### src/rtl/count_pkg.sv
// count_pkg: shared constants and helpers for the ripple-counter sampler.
//   COUNT_WIDTH  default number of counter bits sampled
//   step_delta() (cur - prev) mod 2^width, used to classify accepted changes
package count_pkg;

  localparam int unsigned COUNT_WIDTH = 3;

  // Modular difference between two counts of the given width (width <= 32).
  function automatic logic [31:0] step_delta(input logic [31:0] cur,
                                             input logic [31:0] prev,
                                             input int unsigned width);
    logic [31:0] mask;
    if (width >= 32) mask = '1;
    else             mask = (32'd1 << width) - 32'd1;
    return (cur - prev) & mask;
  endfunction

endpackage

### src/rtl/sync_chain.sv
// sync_chain: single-bit multi-flop synchroniser for an asynchronous input.
//   clock   in  system clock, rising edge
//   resetn  in  asynchronous active-low reset (chain clears to 0)
//   d       in  asynchronous input bit
//   q       out synchronised bit (last stage)
module sync_chain #(
  parameter int unsigned STAGES = 2
) (
  input  logic clock,
  input  logic resetn,
  input  logic d,
  output logic q
);

  logic [STAGES-1:0] sync_q;
  logic [STAGES-1:0] sync_d;

  always_comb begin
    sync_d = {sync_q[STAGES-2:0], d};
  end

  always_ff @(posedge clock or negedge resetn) begin
    if (!resetn) sync_q <= '0;
    else         sync_q <= sync_d;
  end

  assign q = sync_q[STAGES-1];

endmodule

### src/rtl/count_sampler.sv
// count_sampler: synchronises asynchronous ripple-counter outputs, rejects
// transient carry-propagation codes, and publishes each settled count as an
// event on a one-deep valid/ready interface.
//   clock         in  system clock, rising edge
//   resetn        in  asynchronous active-low reset
//   count_in      in  raw ripple counter bits {Count2,Count1,Count0}
//   err_clr       in  clears skip_err and ovf_err (a same-cycle set wins)
//   evt_ready     in  consumer accepts the pending event
//   evt_valid     out event pending
//   evt_count     out settled count carried by the event
//   evt_wrap      out event is a MAX->0 step
//   stable_count  out last accepted count
//   skip_err      out sticky: accepted change was not +1 mod 2^WIDTH
//   ovf_err       out sticky: an event was dropped while one was pending
module count_sampler
  import count_pkg::*;
#(
  parameter int unsigned WIDTH         = COUNT_WIDTH,
  parameter int unsigned SYNC_STAGES   = 2,
  parameter int unsigned STABLE_CYCLES = 2
) (
  input  logic             clock,
  input  logic             resetn,
  input  logic [WIDTH-1:0] count_in,
  input  logic             err_clr,
  input  logic             evt_ready,
  output logic             evt_valid,
  output logic [WIDTH-1:0] evt_count,
  output logic             evt_wrap,
  output logic [WIDTH-1:0] stable_count,
  output logic             skip_err,
  output logic             ovf_err
);

  localparam int unsigned SCW = $clog2(STABLE_CYCLES + 1);
  localparam logic [SCW-1:0] STAB_MAX = SCW'(STABLE_CYCLES);

  logic [WIDTH-1:0] sync_out;

  for (genvar b = 0; b < WIDTH; b++) begin : g_sync
    sync_chain #(.STAGES(SYNC_STAGES)) u_sync (
      .clock  (clock),
      .resetn (resetn),
      .d      (count_in[b]),
      .q      (sync_out[b])
    );
  end

  logic [WIDTH-1:0] cand_q, cand_d;
  logic [SCW-1:0]   stab_cnt_q, stab_cnt_d;
  logic [WIDTH-1:0] stable_count_q, stable_count_d;
  logic             evt_valid_q, evt_valid_d;
  logic [WIDTH-1:0] evt_count_q, evt_count_d;
  logic             evt_wrap_q, evt_wrap_d;
  logic             skip_err_q, skip_err_d;
  logic             ovf_err_q, ovf_err_d;

  logic accept;
  logic is_step;

  assign accept  = (stab_cnt_q == STAB_MAX) && (cand_q != stable_count_q);
  assign is_step = (step_delta(32'(cand_q), 32'(stable_count_q), WIDTH) == 32'd1);

  always_comb begin
    cand_d         = cand_q;
    stab_cnt_d     = stab_cnt_q;
    stable_count_d = stable_count_q;
    evt_valid_d    = evt_valid_q;
    evt_count_d    = evt_count_q;
    evt_wrap_d     = evt_wrap_q;
    skip_err_d     = skip_err_q;
    ovf_err_d      = ovf_err_q;

    // Stability filter: restart the run length whenever the sample changes.
    if (sync_out != cand_q) begin
      cand_d     = sync_out;
      stab_cnt_d = SCW'(1);
    end else if (stab_cnt_q < STAB_MAX) begin
      stab_cnt_d = stab_cnt_q + SCW'(1);
    end

    // Clear first so that a set below in the same cycle takes priority.
    if (err_clr) begin
      skip_err_d = 1'b0;
      ovf_err_d  = 1'b0;
    end

    if (accept) begin
      stable_count_d = cand_q;
      if (!is_step) skip_err_d = 1'b1;
      if (!evt_valid_q || evt_ready) begin
        evt_valid_d = 1'b1;
        evt_count_d = cand_q;
        evt_wrap_d  = is_step && (cand_q == '0);
      end else begin
        ovf_err_d = 1'b1;
      end
    end else if (evt_ready) begin
      evt_valid_d = 1'b0;
    end
  end

  always_ff @(posedge clock or negedge resetn) begin
    if (!resetn) begin
      cand_q         <= '0;
      stab_cnt_q     <= STAB_MAX;  // reset value 0 counts as already settled
      stable_count_q <= '0;
      evt_valid_q    <= 1'b0;
      evt_count_q    <= '0;
      evt_wrap_q     <= 1'b0;
      skip_err_q     <= 1'b0;
      ovf_err_q      <= 1'b0;
    end else begin
      cand_q         <= cand_d;
      stab_cnt_q     <= stab_cnt_d;
      stable_count_q <= stable_count_d;
      evt_valid_q    <= evt_valid_d;
      evt_count_q    <= evt_count_d;
      evt_wrap_q     <= evt_wrap_d;
      skip_err_q     <= skip_err_d;
      ovf_err_q      <= ovf_err_d;
    end
  end

  assign evt_valid    = evt_valid_q;
  assign evt_count    = evt_count_q;
  assign evt_wrap     = evt_wrap_q;
  assign stable_count = stable_count_q;
  assign skip_err     = skip_err_q;
  assign ovf_err      = ovf_err_q;

endmodule

### config.mk
export PLATFORM = sky130hd
export DESIGN_NAME = count_sampler
export DESIGN_NICKNAME = d
export VERILOG_FILES = /design/src/rtl/count_pkg.sv /design/src/rtl/sync_chain.sv /design/src/rtl/count_sampler.sv
export SDC_FILE = /design/constraint.sdc
export NUM_CORES = 1
export LEC_CHECK = 0
export BUFFER_PORTS_ARGS = -buffer_cell sky130_fd_sc_hd__buf_4
export CELL_PAD_IN_SITES_DETAIL_PLACEMENT = 0
export CELL_PAD_IN_SITES_GLOBAL_PLACEMENT = 2
export CORE_MARGIN = 3
export CORE_UTILIZATION = 35
export DETAILED_ROUTE_END_ITERATION = 12
export GPL_TIMING_DRIVEN = 0
export PLACE_DENSITY = 0.76
export SETUP_SLACK_MARGIN = 0.05
export SYNTH_ARGS = -nofsm -noshare
export SYNTH_HDL_FRONTEND = slang
export SYNTH_SLANG_ARGS = --single-unit
### constraint.sdc
create_clock -name clock -period 1.91 [get_ports clock]
set_input_delay 0.2865 -clock clock [delete_from_list [all_inputs] [get_ports clock]]
set_output_delay 0.2865 -clock clock [all_outputs]
set_load 0.05 [all_outputs]
# [After elaboration in Yosys (flattened, before gate mapping)]
# Cells that the tools add are included.
[totals] reg_bits=21 in_bits=7 out_inout_bits=10 word_cells=39
[op_classes] n_addsub=2 n_lt_le_gt_ge=1 n_eq_ne=5 mux=11 n_reduce_logical=9
[ops] operator="$mux W1" count=9
[ops] operator="$ne A3 B3 Y1" count=2
[ops] operator="$mux W2" count=2
[ops] operator="$reduce_and A2 Y1" count=2
[ops] operator="$reduce_bool A2 Y1" count=2
[ops] operator="$eq A3 B1 Y1 const B" count=1
[ops] operator="$logic_not A3 Y1" count=1
[ops] operator="$sub A3 B3 Y3" count=1
[ops] operator="$add A2 B1 Y2 const B" count=1
[ops] operator="$eq A2 B2 Y1 const B" count=1
[ops] operator="$logic_and A1 B1 Y1" count=2
[ops] operator="$lt A2 B2 Y1 const B" count=1
[ops] operator="$ne A2 B1 Y1 const B" count=1
[ops] operator="$logic_not A1 Y1" count=1
[ops] operator="$logic_or A1 B1 Y1" count=1

# [Depth between registers and ports, before layout]
# Gate-level depths: netlist of run 1.
[logic_depth] depth_word=4 depth_mapped=6 ltp_nobuf=6

# [Modules after synthesis]
# A second synthesis of run 1 with hierarchy kept.
[hier_totals] cells_unflattened=64 area_unflattened_um2=863.3
[modules_own_cells] module="count_sampler" n_inst=1 cells_per_inst=58 area_each_um2=713.2 seq_area_each_um2=376.6
[modules_own_cells] module="sync_chain" n_inst=3 cells_per_inst=2 area_each_um2=50.0 seq_area_each_um2=50.0

# [Worst setup path before layout of run 1]
# OpenSTA, ideal clock, no wires.
[synth_path] path_type="register -> register" startpoint="register stable_count_q[0] (netlist: stable_count[0])" endpoint="register skip_err_q (netlist: skip_err)" setup_time_ns=0.101 arrival_time_ns=1.815 required_time_ns=1.809 slack_ns=-0.005 path_stages_with_launch=6 path_buffers=0 period_less_slack_ns=1.915 path_cell_list="dfrtp_1 -> ha_1 -> fa_1 -> xor2_1 -> and4b_1 -> o32ai_1"
[synth_via] elab_chain_len=4 elab_cells_between_ends=6 cone_classes="add/sub: 1; eq/ne: 2; mux: 2; reduce/logical: 1"
[synth_rtl] item="from (decl)" line_no="count_sampler.sv:51" source="logic [WIDTH-1:0] stable_count_q, stable_count_d;"
[synth_rtl] item="from (signal assigned)" line_no="count_sampler.sv:116" source="stable_count_q <= stable_count_d;"
[synth_rtl] item="$sub A3 B3 Y3" line_no="count_pkg.sv:15" source="return (cur - prev) & mask;"
[synth_rtl] item="$eq A3 B1 Y1" line_no="count_sampler.sv:62" source="assign is_step = (step_delta(32'(cand_q), 32'(stable_count_q), WIDTH) == 32'd1);"
[synth_rtl] item="$mux W1" line_no="count_sampler.sv:90" source="if (!is_step) skip_err_d = 1'b1;"
[synth_rtl] item="$mux W1 *" line_no="count_sampler.sv:88" source="if (accept) begin"
[synth_rtl] item="named net skip_err_d" line_no="count_sampler.sv:55" source="logic skip_err_q, skip_err_d;"
[synth_rtl] item="to (signal assigned)" line_no="count_sampler.sv:120" source="skip_err_q <= skip_err_d;"
[synth_rtl] item="to (decl)" line_no="count_sampler.sv:55"
# Mark *: on every way through the listed nets, which the timed path passes. The rest lies on a longest branch.
# A chain may end at the register's enable or synchronous reset.

# [Worst setup path in the final report of run 1]
# Same ends and word-level chain as after synthesis.

==> results of run 1 <==
registers in the layout, indices dropped and copies added (netlist names):
| signal | count |
|---|---|
| g_sync.u_sync.sync_q | 6 |
| evt_wrap | 1 |
| stab_cnt_q | 2 |
| evt_valid | 1 |
| ovf_err | 1 |
| evt_count | 3 |
| skip_err | 1 |
| stable_count | 3 |
| cand_q | 3 |
through the flow:
step                      cells  utilization [%]  instance area, um2
after floorplan              64                -                 865
after global placement      108             44.8                1020
after detailed placement    108             44.8                1020
after CTS                   113             46.6                1060
after global routing        114             46.9                1070
final                       114             46.9                1070
power breakdown:
| group | internal (mW) | switching (mW) | total, mW |
|---|---|---|---|
| combinational | 0.141 | 0.254 | 0.395 |
| sequential | 0.502 | 0.0434 | 0.546 |
| clock | 0.0798 | 0.141 | 0.221 |
| total | 0.723 | 0.439 | 1.16 |
cell usage in the layout, fill, tap and decap left out:
| cell | Yosys | routed |
|---|---|---|
| buf_4 | 0 | 17 |
| o22ai_1 | 1 | 1 |
| xor2_1 | 2 | 2 |
| o21ai_2 | 1 | 1 |
| buf_2 | 1 | 1 |
| mux2i_1 | 1 | 1 |
| fa_1 | 1 | 1 |
| nand3_1 | 1 | 1 |
| a21oi_1 | 1 | 1 |
| nand2_1 | 2 | 2 |
| nor3_1 | 2 | 2 |
| dlygate4sd3_1 | 0 | 1 |
| and4b_1 | 1 | 1 |
| clkbuf_4 | 0 | 3 |
| o211ai_2 | 1 | 1 |
| dfrtp_2 | 0 | 2 |
| nand4_1 | 1 | 1 |
| xor2_2 | 1 | 1 |
| nand2b_1 | 2 | 2 |
| ha_1 | 3 | 3 |
| inv_1 | 7 | 7 |
| or3_1 | 1 | 1 |
| dfstp_2 | 1 | 1 |
| mux2_2 | 6 | 6 |
| clkinvlp_4 | 0 | 1 |
| o32ai_1 | 1 | 1 |
| clkbuf_1 | 3 | 3 |
| dfrtp_1 | 20 | 18 |
| xnor2_1 | 3 | 3 |
cell families after synthesis:
kind of cell | synth area share [%]
compound gates | 4.78
xor+xnor | 6.96
fa+ha+maj | 6.67
buf+inv | 4.93
flops | 61.0
mux | 8.98
simple gates | 6.67
worst paths after layout:
path,slack [ps],cells past startpoint,start,endpoint
setup / recovery,170,5,stable_count[0]$_DFFE_PN0P_,skip_err$_DFF_PN0_
hold / removal,70,1,count_in[0],g_sync[0].u_sync.sync_q[0]$_DFF_PN0_
setup reg to reg,170,5,stable_count[0]$_DFFE_PN0P_,skip_err$_DFF_PN0_
hold reg to reg,360,0,g_sync[2].u_sync.sync_q[0]$_DFF_PN0_,g_sync[2].u_sync.sync_q[1]$_DFF_PN0_
max in group asynchronous,1250,2,resetn,stab_cnt_q[1]$_DFFE_PN1P_
min in group asynchronous,380,2,resetn,stable_count[1]$_DFFE_PN0P_
metal layers:
layer  global-route usage, %  vias up  wire, um
met5                       0        -         0
met4                    5.21        0        29
met2                    16.9       15       668
li1                        -      255         -
met3                    3.02        5        77
met1                    12.3      248       598
layout make-up:
| cell class | instances | area, um2 | area share, % |
|---|---|---|---|
| Buffer | 4 | 16.3 | 1.52 |
| Clock buffer | 3 | 22.5 | 2.11 |
| Clock inverter | 1 | 7.51 | 0.703 |
| Inverter | 7 | 26.3 | 2.46 |
| Multi-Input combinational cell | 32 | 294 | 27.5 |
| Sequential cell | 21 | 529 | 49.5 |
| Tap cell | 28 | 35.0 | 3.28 |
| Timing Repair Buffer | 18 | 138 | 12.9 |
synthesized netlist by cell type, drive strengths merged:
library cell	number	area [um2]
fa	1	20.0
dfrtp	20	500
buf	1	5.00
nand3	1	5.00
nand4	1	6.26
o32ai	1	8.76
o21ai	1	8.76
o22ai	1	6.26
nand2	2	7.51
mux2	6	67.6
ha	3	37.5
nand2b	2	12.5
clkbuf	3	11.3
nor3	2	10.0
dfstp	1	26.3
mux2i	1	10.0
a21oi	1	5.00
or3	1	6.26
o211ai	1	12.5
and4b	1	10.0
xnor2	3	26.3
xor2	3	33.8
inv	7	26.3
repair_timing:
action | in CTS | in global routing
setup endpoints to repair | 0 | 2
hold endpoints to repair | 20 | 0
hold buffers | 1 | 0
setup buffers | 0 | 1
gates resized for setup | 0 | 1
==> results summary, run 1 <==
For this block, the initial DRC count from the detailed router was 5. The number of clock buffers inserted by TritonCTS came out at 3. For this run, design rule violations remaining after detail routing come to 0. The synthesized design contains 21 register bits.

The floorplan core area is 2280 um2. The setup TNS is 0 ps. The clock arrives with 8.13 ps of skew.

The final worst-path setup slack came out at 175 ps. The headroom to the max-slew limit is 81.0%. In this run the remaining antenna-violating nets after routing total 0. The level count of the clock H-tree is 1. The mapped cell area is 863 um2. The floorplan has 17 rows. The number of antenna violations at the first check in global routing is 0.

The sum of net half-perimeters after detailed placement came out at 979 um. Compared with the post-synthesis result, the final layout area differs by 23.8%. The total nets after synthesis came out at 75. At the pin with the least slew margin, the transition time is 284 ps. The minimum clock period came out at 1740 ps. In the final routed layout, each cell accounts on average for 12.1 um.

The design draws 1.16 mW. 17 I/O pins were placed. The number of hold-slack violations in the final timing report came out at 0. The final clock period utilization by the worst path is 90.8%. STA puts the critical path data required time at 2130 ps. The flow ran to the end, and the final reports show no timing, DRC or antenna violations.

Setup repair after global routing left no endpoint under its margin. STA classifies the critical path endpoint as a register. The total die area came out at 3100 um2. The total overflow left after global routing is 0. The gate count of the mapped netlist is 64. The number of optimization iterations in the first detailed-route pass is 2. The number of pins with negative max-slew slack in the final report is 0. The filler cell count is 215. Max-cap violations in this run came to 0. The distinct cell type count of the synthesized netlist is 24. The total number of yosys warnings is 0. The number of antenna repair diodes is 0. The maximum number of pins on one net before global-route repair came out at 22. The clock passes through at most 2 buffers. VDD sags by at most 0.000535 V.

The die width is 55.7 um. The initial core utilization came out at 37.9%. The final route contains 523 vias. The die boundary height came out at 55.7 um. The count of buffering cells on the critical path with inverters included is 0. The number of buffers added on ports is 16. The power density over the cells is 1090 nW/um2.

Data arrives at the worst endpoint at 1960 ps. The setup slack after placement is 127 ps. The final net count is 98. On the final layout, the worst hold slack is 71.1 ps.

The global placer's final weighted congestion is 0.669. The root buffer cell is clkbuf_4. The number of vias per cell is 4.59. The critical path in this run is classified as register to register. The clock input transition at the sequential cells of the worst setup and hold paths came out at 130 ps. The via count of the first global-routing pass came to 547. The leakage power summed over all cells came out at 0.525 nW. TritonCTS built the clock tree.

The mean cell area of the mapped netlist is 13.5 um2. The achievable clock frequency came out at 576 MHz. The total number of clock tree sinks came out at 21. Along the worst path, the maximum fanout reaches 3. The routed design has 1.37 mm of wire. The sequential share of the synthesized area came out at 61.0%. The kind of cell with the highest combined delay along the critical path is adder cells. The wire length of the first global-routing pass is 2.49 mm.

Traced cell by cell, the critical path runs through ha_1 > fa_1 > xor2_1 > and4b_1 > o32ai_1. The largest single stage delay on the critical path is 430 ps. The master of the slowest instance on the critical path is dfrtp_2. The share of cells above drive strength 1 came out at 39.5%. The clock reaches the later pin of the worst-skew pair after 310 ps. The worst min-delay path category is input pin to register. The setup violation total in the final timing report is 0.

The critical path startpoint category is a register. The total routing usage reported by global routing came out at 10.4%.
Power figures use the tool's default switching activity.
==> inputs of run 2 (changes only) <==
==> constraint.sdc (replaced) <==
create_clock -name clock -period 1.91 [get_ports clock]
set_input_delay 0.191 -clock clock [delete_from_list [all_inputs] [get_ports clock]]
set_output_delay 0.191 -clock clock [all_outputs]
set_load 0.05 [all_outputs]
==> run 2 against run 1 <==
Compared with the run above: first-iteration DRC count decreased by 20%; sequential power about the same; via count increased by 1.9%; hold slack got worse by 24 ps; total power increased by 0.43%; wire length increased by 3.3%; sequential share of layout area decreased by 1.4 points; cell count increased by 2.6%; core utilization increased by 1.3 points; non-clock buffer count increased by 3; clock skew about the same; setup slack about the same.
==> results summary, run 2 (synthesis gave the netlist of run 1 again) <==
The cell internal power dissipation is 0.727 mW. The combinational power share is 34.3%. The power density over the cells came out at 1060 nW/um2.

Of all nets on the critical path, the largest fanout is 3. The startpoint identified for the worst hold timing path is err_clr. The overall power after layout came out at 1.17 mW. The relative contribution of the clock network to total power is 18.9%. In this run the critical register-to-register path is launched from stable_count[0]$_DFFE_PN0P_. Based on the critical path, the design can be clocked at up to 576 MHz. TritonCTS built the clock tree.

For the worst flop-to-flop path, the logic depth is 5. The library cells used most frequently in the layout, excluding fill and tap cells, are dfrtp_1 (18), buf_4 (17), inv_1 (7), mux2_2 (6), dlygate4sd3_1 (4). The number of buffers added on ports is 16. The library cell used most frequently in the layout, excluding fill and tap cells, is dfrtp_1.

The area growth from synthesis to layout is 27.2%. The die boundary height is 55.7 um. The final routed wirelength across all metal layers came out at 1.42 mm. The final net count is 101.

The flow ran to the end, and the final reports show no timing, DRC or antenna violations. After detailed routing, the average wire length per cell comes to 12.1 um. The endpoint of the most critical register-to-register path is skip_err$_DFF_PN0_. The worst min-delay path category is input pin to register. The tree is rooted in a clkbuf_4. The number of instances on the worst hold path came out at 2.

The sequential share of power came out at 46.8%. The I/O pin count is 17. Dividing the final minimum period by the clock period gives 90.8%. Setup repair after global routing left no endpoint under its margin. The level count of the clock H-tree is 1. The pre-antenna-repair detailed-routing pass consisted of 2 iterations.

The total routing usage reported by global routing is 10.6%. The filler cell count is 212. The register with the most flip-flops in the layout has 6 of them.

The routed layout has 533 vias. The number of DRC violations after detailed-routing iteration 0 came out at 4. The critical path is of the register to register type. The clock input transition at the sequential cells of the worst setup and hold paths came out at 130 ps.

Entering global routing, the biggest net connects 22 pins. The worst path in the final design needs a cycle of 1740 ps, including I/O delays and setup. The worst vdd rail ir drop is 0.000543 V. The number of antenna diodes in the final layout is 0. Ranked by flip-flop count, first place goes to g_sync.u_sync.sync_q.

The clock reaches the later pin of the worst-skew pair after 310 ps. The reported max-cap violation count is 0. The via count of the first global-routing pass came out at 559. In this run the standard cell core region covers 2280 um2.

The total number of clock tree sinks came out at 21. The number of hold-slack violations in the final timing report is 0. The longest clock path from root to sink contains 2 buffers. The global placer's final weighted congestion is 0.669. The number of remaining DRC errors came out at 0.

The die width is 55.7 um. The row count came out at 17. The net switching power of the design came out at 0.440 mW.

Setup violations remaining at the end of the flow were counted as 0. For hold timing, the worst endpoint is skip_err$_DFF_PN0_. For the pin with the worst max-slew slack, the measured transition is 284 ps. The setup clock skew after layout is 8.09 ps. The number of antenna violations at the first check in global routing came out at 0.

The category of the worst setup path capture point is a register. The worst register-to-register path has a setup slack of 170 ps. The initial core utilization is 37.9%.

The die covers 3100 um2. The setup TNS came out at 0 ps. The data arrival at the endpoint of the critical path is 1960 ps. The number of antenna-violating nets in the routed design came out at 0. The number of vias per cell came out at 4.56. The first global-routing pass estimated 2.54 mm of wire. The post-route netlist has 38.2% of its cells at a drive strength greater than 1.

The number of pins with negative max-slew slack in the final report came to 0. In this run, CTS created clock tree buffers numbering 3. The switching portion of total power is 37.7%. STA classifies the critical path startpoint as a register. The required time reported for the critical path endpoint came out at 2130 ps. Summed over all layers, the global routing overflow is 0.

The headroom to the max-slew limit is 81.0%. The leakage power summed over all cells came out at 0.537 nW. The sum of net half-perimeters after detailed placement came out at 979 um.
[run 2: cell count changes in the layout (fill, tap and decap cells not counted), sizes merged]
cell | before | now
dlygate4sd3 | 1 | 4
[run 2: what timing repair did]
| item | 4_1_cts | 5_1_grt |
|---|---|---|
| resized for setup | 0 | 1 |
| hold endpoints to repair | 24 | 0 |
| setup buffers | 0 | 1 |
| hold buffers | 4 | 0 |
| setup endpoints to repair | 0 | 2 |
[run 2: power by group through the flow]
stage	sequential (mW)	clock, mW	combinational (mW)
4_1_cts	0.548	0.240	0.402
3_5_place_dp	0.557	0	0.395
5_1_grt	0.555	0.258	0.437
6_report	0.546	0.221	0.400
3_3_place_gp	0.555	0	0.394
2_1_floorplan	0.702	0	0.130
[run 2: cell type report]
type	count	area (um2)	area share, %
flip-flops and latches	21	529	48.2
multi-input cells	32	294	26.8
repair buffers	21	168	15.3
well taps	28	35.0	3.19
inverters	7	26.3	2.39
clock buffers	3	22.5	2.05
plain buffers	4	16.3	1.48
clock inverters	1	7.51	0.683
[run 2: worst max path at each step]
| stage | start | endpoint | cells after the start |
|---|---|---|---|
| 2_1_floorplan | stable_count[1]$_DFFE_PN0P_ | evt_count[0]$_DFFE_PN0P_ | 5 |
| 3_3_place_gp | cand_q[0]$_DFFE_PN0P_ | skip_err$_DFF_PN0_ | 6 |
| 3_5_place_dp | cand_q[0]$_DFFE_PN0P_ | skip_err$_DFF_PN0_ | 6 |
| 4_1_cts | cand_q[0]$_DFFE_PN0P_ | skip_err$_DFF_PN0_ | 6 |
| 5_1_grt | stable_count[0]$_DFFE_PN0P_ | skip_err$_DFF_PN0_ | 5 |
| 6_report | stable_count[0]$_DFFE_PN0P_ | skip_err$_DFF_PN0_ | 5 |
[run 2: through the flow]
step	util, %	instances	instance area (um2)	setup slack (ps)	hold WS, ps
final	48.3	117	1100	175	47.3
after global routing	48.3	117	1100	52.3	35.1
after CTS	47.9	116	1090	112	31.8
after detailed placement	44.8	108	1020	127	90.6
after global placement	44.8	108	1020	159	90.1
after floorplan	-	64	865	73.2	-105
[run 2: per-layer routing]
| metal | vias up | GRT usage [%] | wire, um |
|---|---|---|---|
| met5 | - | 0 | 0 |
| met4 | 0 | 5.21 | 29 |
| met3 | 5 | 3.02 | 75 |
| met2 | 15 | 17.7 | 702 |
| met1 | 252 | 12.3 | 613 |
| li1 | 261 | - | - |
[run 2: worst max-delay path, stage by stage (launching register included)]
cell and delay (ps):
dfrtp_2 430, ha_1 210, fa_1 380, xor2_1 180
and4b_1 210, o32ai_1 240
